## src/rtl/cnn_pkg.sv

```systemverilog
// Shared definitions for the CNN pipeline stages.
//   ARITH_FIXED / ARITH_FLOAT : selectors for the arithmetic used by a stage
//   pool_state_t              : control states of the pooling stages
package cnn_pkg;
  localparam int ARITH_FIXED = 0;
  localparam int ARITH_FLOAT = 1;

  typedef enum logic [1:0] {
    IDLE,
    RUN,
    FLUSH,
    DONE
  } pool_state_t;
endpackage

```

## src/rtl/pool_max_cmp.sv

```systemverilog
// Combinational "a greater than b" used by the max-pool stages.
//   i_a, i_b  : operands (DATA_WIDTH bits)
//   o_a_gt_b  : 1 when i_a is strictly greater than i_b
// ARITH_FIXED compares signed two's-complement values.
// ARITH_FLOAT compares IEEE-754 single values as sign/magnitude.
// The float compare treats +0 and -0 as equal. NaN is not handled.
module pool_max_cmp
  import cnn_pkg::*;
#(
  parameter int ARITH_TYPE = ARITH_FIXED,
  parameter int DATA_WIDTH = 32
) (
  input  logic [DATA_WIDTH-1:0] i_a,
  input  logic [DATA_WIDTH-1:0] i_b,
  output logic                  o_a_gt_b
);

  generate
    if (ARITH_TYPE == ARITH_FLOAT) begin : g_float
      logic                  w_sa;
      logic                  w_sb;
      logic [DATA_WIDTH-2:0] w_ma;
      logic [DATA_WIDTH-2:0] w_mb;

      assign w_sa = i_a[DATA_WIDTH-1];
      assign w_sb = i_b[DATA_WIDTH-1];
      assign w_ma = i_a[DATA_WIDTH-2:0];
      assign w_mb = i_b[DATA_WIDTH-2:0];

      always_comb begin
        o_a_gt_b = 1'b0;
        if ((w_ma == '0) && (w_mb == '0)) begin
          // Both zero: the sign bits are ignored.
          o_a_gt_b = 1'b0;
        end else if (w_sa != w_sb) begin
          o_a_gt_b = ~w_sa;
        end else if (!w_sa) begin
          o_a_gt_b = (w_ma > w_mb);
        end else begin
          // Both negative: the smaller magnitude is the larger value.
          o_a_gt_b = (w_ma < w_mb);
        end
      end
    end else begin : g_fixed
      assign o_a_gt_b = ($signed(i_a) > $signed(i_b));
    end
  endgenerate

endmodule

```

## src/rtl/pool_b2.sv

```systemverilog
// 2x2 stride-2 max-pool stage after conv block 2 (10x10x16 -> 5x5x16).
// Reads one input word per cycle, reduces each 2x2 window and writes one
// pooled word into the next layer's IFM memory.
//   clk, reset                 : clock, synchronous active-high reset
//   start_from_previous        : input volume ready (pulse)
//   end_to_previous            : last read issued (pulse)
//   ifm_enable_read_current    : read strobe, data returns one cycle later
//   ifm_sel_current            : channel being read
//   ifm_address_read_current   : row*IFM_SIZE+col inside that channel
//   data_in_from_previous      : read data
//   end_from_next              : next layer released our output buffer (pulse)
//   ifm_enable_write_next      : write strobe
//   ifm_sel_next               : channel being written
//   ifm_address_write_next     : r*OFM_SIZE+c
//   data_out_for_next          : pooled value
//   start_to_next              : pooled volume complete (pulse)
module pool_b2
  import cnn_pkg::*;
#(
  parameter  int ARITH_TYPE       = ARITH_FIXED,
  parameter  int DATA_WIDTH       = 32,
  parameter  int IFM_SIZE         = 10,
  parameter  int IFM_DEPTH        = 16,
  localparam int OFM_SIZE         = IFM_SIZE / 2,
  localparam int ADDRESS_SIZE_IFM = $clog2(IFM_SIZE * IFM_SIZE),
  localparam int ADDRESS_SIZE_OFM = $clog2(OFM_SIZE * OFM_SIZE),
  localparam int SEL_BITS         = $clog2(IFM_DEPTH)
) (
  input  logic                        clk,
  input  logic                        reset,
  input  logic                        start_from_previous,
  output logic                        end_to_previous,
  output logic                        ifm_enable_read_current,
  output logic [SEL_BITS-1:0]         ifm_sel_current,
  output logic [ADDRESS_SIZE_IFM-1:0] ifm_address_read_current,
  input  logic [DATA_WIDTH-1:0]       data_in_from_previous,
  input  logic                        end_from_next,
  output logic                        ifm_enable_write_next,
  output logic [SEL_BITS-1:0]         ifm_sel_next,
  output logic [ADDRESS_SIZE_OFM-1:0] ifm_address_write_next,
  output logic [DATA_WIDTH-1:0]       data_out_for_next,
  output logic                        start_to_next
);

  localparam int RC_BITS = (OFM_SIZE > 1) ? $clog2(OFM_SIZE) : 1;
  localparam logic [RC_BITS-1:0]  LAST_RC  = RC_BITS'(OFM_SIZE - 1);
  localparam logic [SEL_BITS-1:0] LAST_SEL = SEL_BITS'(IFM_DEPTH - 1);

  pool_state_t r_state;
  pool_state_t w_state_next;

  // Read-side window counters and the position inside the window.
  logic [1:0]            r_phase;
  logic [RC_BITS-1:0]    r_row;
  logic [RC_BITS-1:0]    r_col;
  logic [SEL_BITS-1:0]   r_sel;
  logic                  r_pending;
  logic                  r_next_free;

  // Same fields delayed one cycle, aligned with the returning read data.
  logic                  r_dvalid;
  logic [1:0]            r_dphase;
  logic [RC_BITS-1:0]    r_drow;
  logic [RC_BITS-1:0]    r_dcol;
  logic [SEL_BITS-1:0]   r_dsel;

  logic [DATA_WIDTH-1:0]       r_max;
  logic                        r_wr_en;
  logic [SEL_BITS-1:0]         r_wr_sel;
  logic [ADDRESS_SIZE_OFM-1:0] r_wr_addr;
  logic [DATA_WIDTH-1:0]       r_wr_data;
  logic                        r_end_prev;

  logic                  w_free;
  logic                  w_accept;
  logic                  w_last_read;
  logic                  w_gt;
  logic [DATA_WIDTH-1:0] w_max_next;
  logic [RC_BITS:0]      w_rd_row;
  logic [RC_BITS:0]      w_rd_col;

  pool_max_cmp #(
    .ARITH_TYPE(ARITH_TYPE),
    .DATA_WIDTH(DATA_WIDTH)
  ) u_cmp (
    .i_a     (data_in_from_previous),
    .i_b     (r_max),
    .o_a_gt_b(w_gt)
  );

  // An end_from_next arriving with a start is honoured in the same cycle.
  assign w_free      = r_next_free | end_from_next;
  assign w_accept    = (r_state == IDLE) && (r_pending || start_from_previous) && w_free;
  assign w_last_read = (r_state == RUN) && (r_phase == 2'd3) && (r_col == LAST_RC)
                       && (r_row == LAST_RC) && (r_sel == LAST_SEL);

  // Phase bit 1 selects the lower row, bit 0 the right column of the window.
  assign w_rd_row = {r_row, r_phase[1]};
  assign w_rd_col = {r_col, r_phase[0]};

  // Phase 0 data always loads; later phases load only when strictly greater,
  // so ties keep the earlier value.
  assign w_max_next = ((r_dphase == 2'd0) || w_gt) ? data_in_from_previous : r_max;

  assign ifm_enable_read_current  = (r_state == RUN);
  assign ifm_sel_current          = r_sel;
  assign ifm_address_read_current = ADDRESS_SIZE_IFM'(int'(w_rd_row) * IFM_SIZE + int'(w_rd_col));
  assign end_to_previous          = r_end_prev;
  assign ifm_enable_write_next    = r_wr_en;
  assign ifm_sel_next             = r_wr_sel;
  assign ifm_address_write_next   = r_wr_addr;
  assign data_out_for_next        = r_wr_data;
  assign start_to_next            = (r_state == DONE);

  always_comb begin
    w_state_next = r_state;
    case (r_state)
      IDLE:    if (w_accept) w_state_next = RUN;
      RUN:     if (w_last_read) w_state_next = FLUSH;
      // Only the final write of the pass happens while flushing.
      FLUSH:   if (r_wr_en) w_state_next = DONE;
      DONE:    w_state_next = IDLE;
      default: w_state_next = IDLE;
    endcase
  end

  always_ff @(posedge clk) begin
    if (reset) begin
      r_state     <= IDLE;
      r_phase     <= '0;
      r_row       <= '0;
      r_col       <= '0;
      r_sel       <= '0;
      r_pending   <= 1'b0;
      r_next_free <= 1'b1;
      r_dvalid    <= 1'b0;
      r_dphase    <= '0;
      r_drow      <= '0;
      r_dcol      <= '0;
      r_dsel      <= '0;
      r_max       <= '0;
      r_wr_en     <= 1'b0;
      r_wr_sel    <= '0;
      r_wr_addr   <= '0;
      r_wr_data   <= '0;
      r_end_prev  <= 1'b0;
    end else begin
      r_state    <= w_state_next;
      r_pending  <= w_accept ? 1'b0 : (r_pending | start_from_previous);
      r_end_prev <= w_last_read;

      if (r_state == DONE) begin
        r_next_free <= 1'b0;
      end else if (end_from_next) begin
        r_next_free <= 1'b1;
      end

      if (r_state == RUN) begin
        r_phase <= r_phase + 2'd1;
        if (r_phase == 2'd3) begin
          if (r_col == LAST_RC) begin
            r_col <= '0;
            if (r_row == LAST_RC) begin
              r_row <= '0;
              r_sel <= (r_sel == LAST_SEL) ? '0 : r_sel + SEL_BITS'(1);
            end else begin
              r_row <= r_row + RC_BITS'(1);
            end
          end else begin
            r_col <= r_col + RC_BITS'(1);
          end
        end
      end

      r_dvalid <= (r_state == RUN);
      r_dphase <= r_phase;
      r_drow   <= r_row;
      r_dcol   <= r_col;
      r_dsel   <= r_sel;

      if (r_dvalid) begin
        r_max <= w_max_next;
      end

      // The fourth word of a window completes it; the write goes out next cycle
      // while r_max is already loading the next window.
      r_wr_en <= r_dvalid && (r_dphase == 2'd3);
      if (r_dvalid && (r_dphase == 2'd3)) begin
        r_wr_data <= w_max_next;
        r_wr_sel  <= r_dsel;
        r_wr_addr <= ADDRESS_SIZE_OFM'(int'(r_drow) * OFM_SIZE + int'(r_dcol));
      end
    end
  end

endmodule

```

## config.mk

```make
export PLATFORM = sky130hd
export DESIGN_NAME = pool_b2
export DESIGN_NICKNAME = d
export VERILOG_FILES = /design/src/rtl/cnn_pkg.sv /design/src/rtl/pool_max_cmp.sv /design/src/rtl/pool_b2.sv
export SDC_FILE = /design/constraint.sdc
export NUM_CORES = 1
export LEC_CHECK = 0
export BUFFER_PORTS_ARGS = -buffer_cell sky130_fd_sc_hd__buf_2
export CAP_MARGIN = 20
export CORE_MARGIN = 3
export CORE_UTILIZATION = 28
export CTS_BUF_LIST = sky130_fd_sc_hd__clkbuf_8
export DETAILED_ROUTE_END_ITERATION = 16
export GPL_ROUTABILITY_DRIVEN = 0
export PLACE_DENSITY = 0.52
export SETUP_SLACK_MARGIN = 0.2
export SLEW_MARGIN = 10
export SYNTH_ARGS = -nofsm -noshare
export SYNTH_HDL_FRONTEND = slang
export SYNTH_HIERARCHICAL = 1
export SYNTH_SLANG_ARGS = --single-unit
```

## constraint.sdc

```tcl
create_clock -name clk -period 3.98 [get_ports clk]
set_input_delay 0.796 -clock clk [delete_from_list [all_inputs] [get_ports clk]]
set_output_delay 0.796 -clock clk [all_outputs]
set_load 0.005 [all_outputs]
```

==> results of run 1 <==
-- how the worst min path moves through the flow --
stage,depth (start not counted),start,slack [ns],end
floorplan,2,r_dsel[0]$_SDFF_PP0_,0.42,ifm_sel_next[0]$_SDFFE_PP0P_
global placement,2,r_dsel[0]$_SDFF_PP0_,0.43,ifm_sel_next[0]$_SDFFE_PP0P_
detailed placement,2,r_dsel[3]$_SDFF_PP0_,0.43,ifm_sel_next[3]$_SDFFE_PP0P_
CTS,2,r_dsel[0]$_SDFF_PP0_,0.45,ifm_sel_next[0]$_SDFFE_PP0P_
global route,2,r_dsel[3]$_SDFF_PP0_,0.46,ifm_sel_next[3]$_SDFFE_PP0P_
finish,2,r_dsel[0]$_SDFF_PP0_,0.44,ifm_sel_next[0]$_SDFFE_PP0P_
-- critical path: cells and delay by family --
kind	cells	cell delay, ns
compound gates	5	0.88
simple gates	4	0.90
fa+ha+maj	1	0.32
mux	1	0.21
buf+inv	2	0.36
-- layer usage --
metal | vias to the layer above | part of all wire
met2 | 79 | 0.44
met4 | 4 | 0.0079
met3 | 10 | 0.062
li1 | 2205 | -
met1 | 1865 | 0.49
met5 | - | 0.0027
-- state kept, by name (all words and copies together) (netlist names), 2 cells and up --
name                    flops
r_col                       3
data_out_for_next          32
r_phase                     2
r_dsel                      4
ifm_address_write_next      5
r_dphase                    2
ifm_sel_next                4
r_max                      32
ifm_sel_current             4
r_row                       3
r_state                     2
r_drow                      3
r_dcol                      3
-- area by class of cell --
cell class | instances | area, um^2 | share of cell area
inverters | 47 | 176 | 0.0289
multi-input cells | 415 | 2820 | 0.461
clock buffers | 11 | 151 | 0.0248
well taps | 229 | 287 | 0.0469
clock inverters | 4 | 68.8 | 0.0113
repair buffers | 99 | 531 | 0.0868
flip-flops and latches | 104 | 2080 | 0.341
-- stage by stage --
stage	power (mW)	util
6_report	2.47	0.336
5_1_grt	2.63	0.336
4_1_cts	2.52	0.336
3_5_place_dp	1.75	0.324
3_3_place_gp	1.75	0.324
2_1_floorplan	1.61	-
-- power breakdown --
part | leakage, nW | internal, mW | total (mW) | switching [mW]
clock | 0.117 | 0.383 | 0.748 | 0.365
sequential | 0.840 | 1.11 | 1.17 | 0.0602
combinational | 1.75 | 0.240 | 0.551 | 0.311
-- kinds of logic after synthesis --
| logic type | share of synthesized area |
|---|---|
| xor gates and xnor gates | 0.0200 |
| and+or+nand+nor | 0.153 |
| muxes | 0.0647 |
| adders and majority gates | 0.147 |
| buffers and inverters | 0.0707 |
| DFF | 0.396 |
| AOI/OAI and AO/OA | 0.149 |
-- cell usage after synthesis, types with 8 or more instances --
cell type  number  area share
dfxtp_1       104        0.40
nand2_1        92       0.066
a21oi_1        60       0.057
ha_1           57        0.14
nor2_1         50       0.036
inv_1          47       0.034
a211oi_1       35       0.050
mux2i_1        34       0.065
buf_2          12       0.011
nor2b_1        11       0.013
clkbuf_1       10      0.0071
o21ai_0        10      0.0095
xnor2_1        10       0.017
nand3_1         8      0.0076
==> flow_summary.ini, run 1 <==
[synth]
syn-num-nets = 694
synth_warnings = 6
synth.distinct_cells = 45
seq_area_frac_synth = 0.396
synth_edf_count = 0
syn_area_um2 = 5260
synth_ff_type = dfxtp_1
avgSynthCellArea_um2 = 8.79
async_flop_share = 0
ys_ff_latch = 104
syn_inst = 598

[global_routing]
grt_pass1_wl_um = 20300
gr-usage-met1 = 0.164
grt_overflow = 0
globalRoute.busiestLayer = met2
antenna_found_initial = 2
grt_pass1_vias = 3984
use_met2 = 0.198
grt_max_degree = 70
met3_usage = 0.0432
grt_usage = 0.125

[final_layout]
antennaDiodeCount = 0
nFillCells = 1920
nNetsFinal = 772
area_delta_synth_final_pct = 16.3
layoutNonFillerInstCount = 909
drive_above_1_share = 0.172
fin_area_um2 = 6110
final_cell_mix = dfxtp_1 (104), nand2_1 (92), buf_2 (90), a21oi_1 (60), ha_1 (57)
final_common_cell = dfxtp_1

[drt]
vias = 4163
ant_nets = 0
routed_via_density = 4.58
drt-total-wl_um = 12400
drc_errors = 0
first_pass_iters = 4
wl_per_cell_um = 13.7
drt-initial-drc-count = 134

[die]
die-area_um2 = 20500
dieHeight_um = 143
core_um2 = 18200
io_pins = 92
fp-row-count = 49
die_x_um = 143
start_util = 0.289

[critical_path]
critPathLaunch = data_in_from_previous[14]
r2r_end = r_max[5]$_SDFFE_PP0P_
rrSetupSlack_ns = 0.96
end_kind = register
r2r-start = r_max[14]$_SDFFE_PP0P_
crit_required_ns = 4.28
reg2reg_depth = 13
crit_slowest_cell = nor4_1
startpoint_type = input port
critPathMaxFanout = 18
critPathMaxStageDelay_ns = 0.43
path_cells = buf_2, ha_1, nand4_1, nor4_1, a21boi_1, o31ai_1, o2111ai_1, mux2i_1, o21bai_4, and2_1, buf_4, nand2_1, a21oi_1
worstSetupPathType = input port to register
crit_end = r_max[5]$_SDFFE_PP0P_
worst_ep_arrival_time_ns = 3.46

[timing]
maxSlewViolCount = 0
tightest_slew_ns = 0.957
skew_ns = 0.0163
fin_tns_setup_ns = 0
finalCritPeriodShare = 0.795
period_needed_ns = 3.16
final-setup-viol-count = 0
final.setup.worst_slack_ns = 0.817
slew_headroom = 0.362
fmax_mhz = 316
hold_viol = 0
holdWs_ns = 0.444
rsz0062_at_grt = false

[placed_design]
port_buffers = 91
place_inst = 894
dp_hpwl_um = 8910
dpl_cell_area_um2 = 5890
place_ws_ns = 0.360

[clock_tree]
cts_resized = 0
cts_buffers = 9
clk-insertion-delay-late_ns = 0.38
htree_levels = 3
cts_sinks = 104
hold_buffers = 0
clk_path_buf_depth = 2
post_cts.repair.setup_buffers = 0
path_clk_slew_ns = 0.09
cts_tree = built
cts_root_buf = clkbuf_8

[run_status]
status = finished clean

[pwr]
ir_drop_v = 0.000197
p_per_area_nw_per_um2 = 404
power_leakage_nw = 2.70

[worst_hold_path]
hold_path.class = register to register

[run]
max-cap-violations = 0
No activity file was read; power rests on OpenSTA's default activity.
==> run 2, diff against run 1 <==
==> constraint.sdc (replaced) <==
create_clock -name clk -period 3.1 [get_ports clk]
set_input_delay 0.62 -clock clk [delete_from_list [all_inputs] [get_ports clk]]
set_output_delay 0.62 -clock clk [all_outputs]
set_load 0.005 [all_outputs]
==> run 2 against run 1 <==
Clock power rose by 23%. First-iteration DRC count is 25% higher. Non-clock buffer count grew 20. Hold slack got worse by 0.0045 ns. Critical path type unchanged. Critical endpoint is now r_max[6]$_SDFFE_PP0P_. Highest routed layer is now met4.
==> flow_summary.ini, run 2 (synthesis gave the netlist of run 1 again) <==
[run_status]
status = finished clean

[drt]
drt-initial-drc-count = 168
vias = 4324
routed_via_density = 4.65
wl_per_cell_um = 14.0
drc_errors = 0
drt-total-wl_um = 13000
ant_nets = 0
first_pass_iters = 4

[worst_hold_path]
hold_path.class = register to register

[critical_path]
end_kind = register
crit_slowest_cell = a221o_1
startpoint_type = input port
critical_path.top_delay_family = compound AO/OA/AOI/OAI gates
path_buf_inv = 2
worstSetupPathType = input port to register
path_cells = buf_2, ha_1, a21oi_1, o21ai_1, a221o_1, o31ai_4, o2111ai_2, mux2i_1, o21bai_4, and2_4, buf_12, nand2_2, a21oi_2
critPathMaxStageDelay_ns = 0.36
crit_required_ns = 3.39
critPathMaxFanout = 8
worst_ep_arrival_time_ns = 3.14

[timing]
fmax_mhz = 350
finalCritPeriodShare = 0.920
rsz0062_at_grt = true
final-setup-viol-count = 0
slew_headroom = 0.560
tightest_slew_ns = 0.660
skew_ns = 0.0236
holdWs_ns = 0.440
maxSlewViolCount = 0
hold_viol = 0
period_needed_ns = 2.85

[die]
fp-row-count = 49
start_util = 0.289
io_pins = 92
dieHeight_um = 143
die_x_um = 143
core_um2 = 18200
die-area_um2 = 20500

[run]
max-cap-violations = 0

[final_layout]
nNetsFinal = 792
final_cell_mix = dfxtp_1 (90), buf_2 (90), nand2_1 (82), nor2_1 (50)
drive_above_1_share = 0.278
nFillCells = 1886
area_delta_synth_final_pct = 27.1
antennaDiodeCount = 0

[global_routing]
antenna_found_initial = 0
grt_pass1_wl_um = 20100
grt_pass1_vias = 4034
grt_max_degree = 47
grt_usage = 0.122
grt_overflow = 0

[placed_design]
port_buffers = 91
dp_hpwl_um = 8940

[clock_tree]
clk-insertion-delay-late_ns = 0.38
cts_tree = built
cts_sinks = 104
cts_root_buf = clkbuf_8
cts_buffers = 9
clk_path_buf_depth = 2
path_clk_slew_ns = 0.09
htree_levels = 3
hold_buffers = 0

[pwr]
ir_drop_v = 0.000183
power_leakage_nw = 2.94
p_per_area_nw_per_um2 = 501
p_total_mw = 3.35
==> run 2: through the flow <==
| stage | TNS (ns) | worst slack [ns] | utilization | std cells | instance area, um^2 |
|---|---|---|---|---|---|
| final | 0 | 0.247 | 0.367 | 930 | 6680 |
| after global routing | 0 | 0.101 | 0.367 | 930 | 6680 |
| after CTS | 0 | 0.198 | 0.342 | 917 | 6220 |
| after detailed placement | -9.36 | -0.193 | 0.329 | 901 | 5990 |
| after global placement | -9.92 | -0.190 | 0.329 | 901 | 5990 |
| after floorplan | 0 | 0.205 | - | 598 | 5260 |
==> run 2: worst reg2reg max path, stage by stage (launching register included) <==
cell and delay (ns):
dfxtp_2 0.36, inv_1 0.06, ha_4 0.26, nand4_1 0.19
nor4_4 0.24, buf_4 0.15, a21boi_4 0.18, o31ai_4 0.09
o2111ai_2 0.09, mux2i_1 0.25, o21bai_4 0.26, and2_4 0.30
buf_12 0.16, nand2_2 0.07, a21oi_2 0.11
==> run 2: repair_timing <==
| item | 4_1_cts | 5_1_grt |
|---|---|---|
| cloned | 0 | 4 |
| resized for setup | 4 | 69 |
| buffers inserted | 0 | 9 |
| endpoints found under the setup margin | 44 | 65 |
| pin swaps | 0 | 33 |
==> run 2: final timing paths <==
| path | endpoint | slack (ns) | start | cells past startpoint |
|---|---|---|---|---|
| min | ifm_sel_next[0]$_SDFFE_PP0P_ | 0.44 | r_dsel[0]$_SDFF_PP0_ | 2 |
| min reg2reg | ifm_sel_next[0]$_SDFFE_PP0P_ | 0.44 | r_dsel[0]$_SDFF_PP0_ | 2 |
| max | r_max[6]$_SDFFE_PP0P_ | 0.25 | data_in_from_previous[5] | 13 |
| max reg2reg | r_max[6]$_SDFFE_PP0P_ | 0.26 | r_max[15]$_SDFFE_PP0P_ | 14 |
==> run 2: area by class of cell <==
| class | count | area, um^2 | share of cell area |
|---|---|---|---|
| Multi-Input combinational cell | 415 | 3100 | 0.464 |
| Sequential cell | 104 | 2100 | 0.315 |
| Timing Repair Buffer | 119 | 801 | 0.120 |
| Tap cell | 229 | 287 | 0.0429 |
| Inverter | 47 | 176 | 0.0264 |
| Clock buffer | 12 | 165 | 0.0247 |
| Clock inverter | 4 | 50.0 | 0.00749 |
==> run 2: where the power goes <==
group	total, mW	switching, mW	internal [mW]
clock network	0.921	0.481	0.440
logic	0.921	0.484	0.437
registers	1.51	0.0804	1.43
total	3.35	1.04	2.31
==> run 2: routing by layer <==
metal  wire [um]  global-route usage  up-vias
met5           0                   0        -
met4         191              0.0390        0
met1        6340               0.167     1980
met3         515              0.0214       14
met2        5990               0.194       89
li1            -                   -     2241
==> run 3, diff against run 2 <==
--- a/config.mk
+++ b/config.mk
@@ -13,6 +13,7 @@
 export DETAILED_ROUTE_END_ITERATION = 16
 export GPL_ROUTABILITY_DRIVEN = 0
 export PLACE_DENSITY = 0.52
+export REMOVE_ABC_BUFFERS = 1
 export SETUP_SLACK_MARGIN = 0.2
 export SLEW_MARGIN = 10
 export SYNTH_ARGS = -nofsm -noshare
==> run 3 against run 2 <==
Combinational power down 2.4%. Flip-flop and latch count did not move. Critical path depth is 6 lower. Sequential share of layout area is 0.35 points higher. Global-route usage about the same. Non-clock buffer count grew 8. Clock power decreased by 8.3%. Cell count grew 0.75%. Total power fell by 3.0%. Sequential power about the same. Setup slack better by 0.048 ns. Highest routed layer unchanged.
==> flow_summary.ini, run 3 (synthesis gave the netlist of run 1 again) <==
[die]
die-area_um2 = 20500
core_um2 = 18200
start_util = 0.289
io_pins = 92
dieHeight_um = 143
die_x_um = 143
fp-row-count = 49

[timing]
period_needed_ns = 2.80
maxSlewViolCount = 0
finalCritPeriodShare = 0.905
rsz0062_at_grt = true
slew_headroom = 0.700
skew_ns = 0.0111
fin_tns_setup_ns = 0
final.setup.worst_slack_ns = 0.295
fmax_mhz = 357
hold_viol = 0
tightest_slew_ns = 0.448
holdWs_ns = 0.446
final-setup-viol-count = 0

[pwr]
p_per_area_nw_per_um2 = 492
power_leakage_nw = 2.90
p_total_mw = 3.25
ir_drop_v = 0.000199

[global_routing]
antenna_found_initial = 0
grt_usage = 0.122
grt_overflow = 0
grt_pass1_wl_um = 19900
grt_pass1_vias = 3921
grt_max_degree = 57

[critical_path]
crit_slowest_cell = fa_1
critPathMaxFanout = 5
path_buf_inv = 2
path_cells = ha_1, ha_2, inv_2, fa_1, nand3b_1, xnor2_1, buf_2
critPathMaxStageDelay_ns = 0.49
worstSetupPathType = register to output port
end_kind = output port
worst_ep_arrival_time_ns = 2.18
crit_required_ns = 2.48
startpoint_type = register
critical_path.top_delay_family = adder cells

[clock_tree]
cts_buffers = 9
clk_path_buf_depth = 2
path_clk_slew_ns = 0.09
htree_levels = 3
hold_buffers = 0
cts_sinks = 104
cts_root_buf = clkbuf_8
clk-insertion-delay-late_ns = 0.38
cts_tree = built

[placed_design]
port_buffers = 91
place_inst = 909
dp_hpwl_um = 8990
place_ws_ns = -0.196
dpl_cell_area_um2 = 6050

[drt]
vias = 4307
drc_errors = 0
first_pass_iters = 4
drt-initial-drc-count = 143
drt-total-wl_um = 13000
ant_nets = 0
routed_via_density = 4.60
wl_per_cell_um = 13.9

[final_layout]
final_cell_mix = dfxtp_1 (91), buf_2 (90), nand2_1 (86), nor2_1 (50), ha_1 (49)
fin_area_um2 = 6600
area_delta_synth_final_pct = 25.6
final_common_cell = dfxtp_1
nNetsFinal = 800
utilization = 0.363
antennaDiodeCount = 0
layoutNonFillerInstCount = 937
drive_above_1_share = 0.274

[run_status]
status = finished clean

[worst_hold_path]
hold_path.class = register to register

[run]
max-cap-violations = 0
-- run 3: cell type report --
cell class                      count  area [um^2]
Tap cell                          229          287
Clock inverter                      6         61.3
Multi-Input combinational cell    415         3000
Clock buffer                        9          124
Inverter                           47          176
Fill cell                        1887        11600
Sequential cell                   104         2100
Timing Repair Buffer              127          852
-- run 3: repair_timing --
item	in CTS	in global routing
cloned	0	3
setup endpoints to repair	53	65
gates resized for setup	3	57
setup buffers	0	10
pin swaps	0	16
-- run 3: worst register-to-register path, cell delays in order (launching register included) --
cell and delay, ns:
dfxtp_2 0.36, inv_2 0.04, ha_4 0.26, nand4_1 0.19
nor4_4 0.33, a21boi_2 0.22, o31ai_2 0.08, o2111ai_1 0.11
mux2i_1 0.22, o21bai_4 0.22, and2_4 0.29, clkbuf_16 0.19
nand2_4 0.05, a21oi_2 0.12
-- run 3: final timing paths --
check	start	endpoint	slack [ns]	depth (start not counted)
max	r_row[2]$_SDFFE_PP0N_	ifm_address_read_current[6]	0.30	7
min	r_dsel[0]$_SDFF_PP0_	ifm_sel_next[0]$_SDFFE_PP0P_	0.45	2
max reg2reg	r_max[11]$_SDFFE_PP0P_	r_max[13]$_SDFFE_PP0P_	0.36	13
min reg2reg	r_dsel[0]$_SDFF_PP0_	ifm_sel_next[0]$_SDFFE_PP0P_	0.45	2
-- run 3: power by group --
group | total [mW] | internal (mW) | switching (mW) | leakage (nW)
Clock | 0.845 | 0.368 | 0.477 | 0.101
Sequential | 1.51 | 1.43 | 0.0787 | 0.847
Combinational | 0.899 | 0.432 | 0.467 | 1.95
Total | 3.25 | 2.23 | 1.02 | 2.90
-- run 3: layer usage --
metal | global-route usage | routed length [um]
met5 | 0 | 0
met4 | 0.0410 | 234
met3 | 0.0275 | 466
met2 | 0.194 | 5950
met1 | 0.163 | 6340
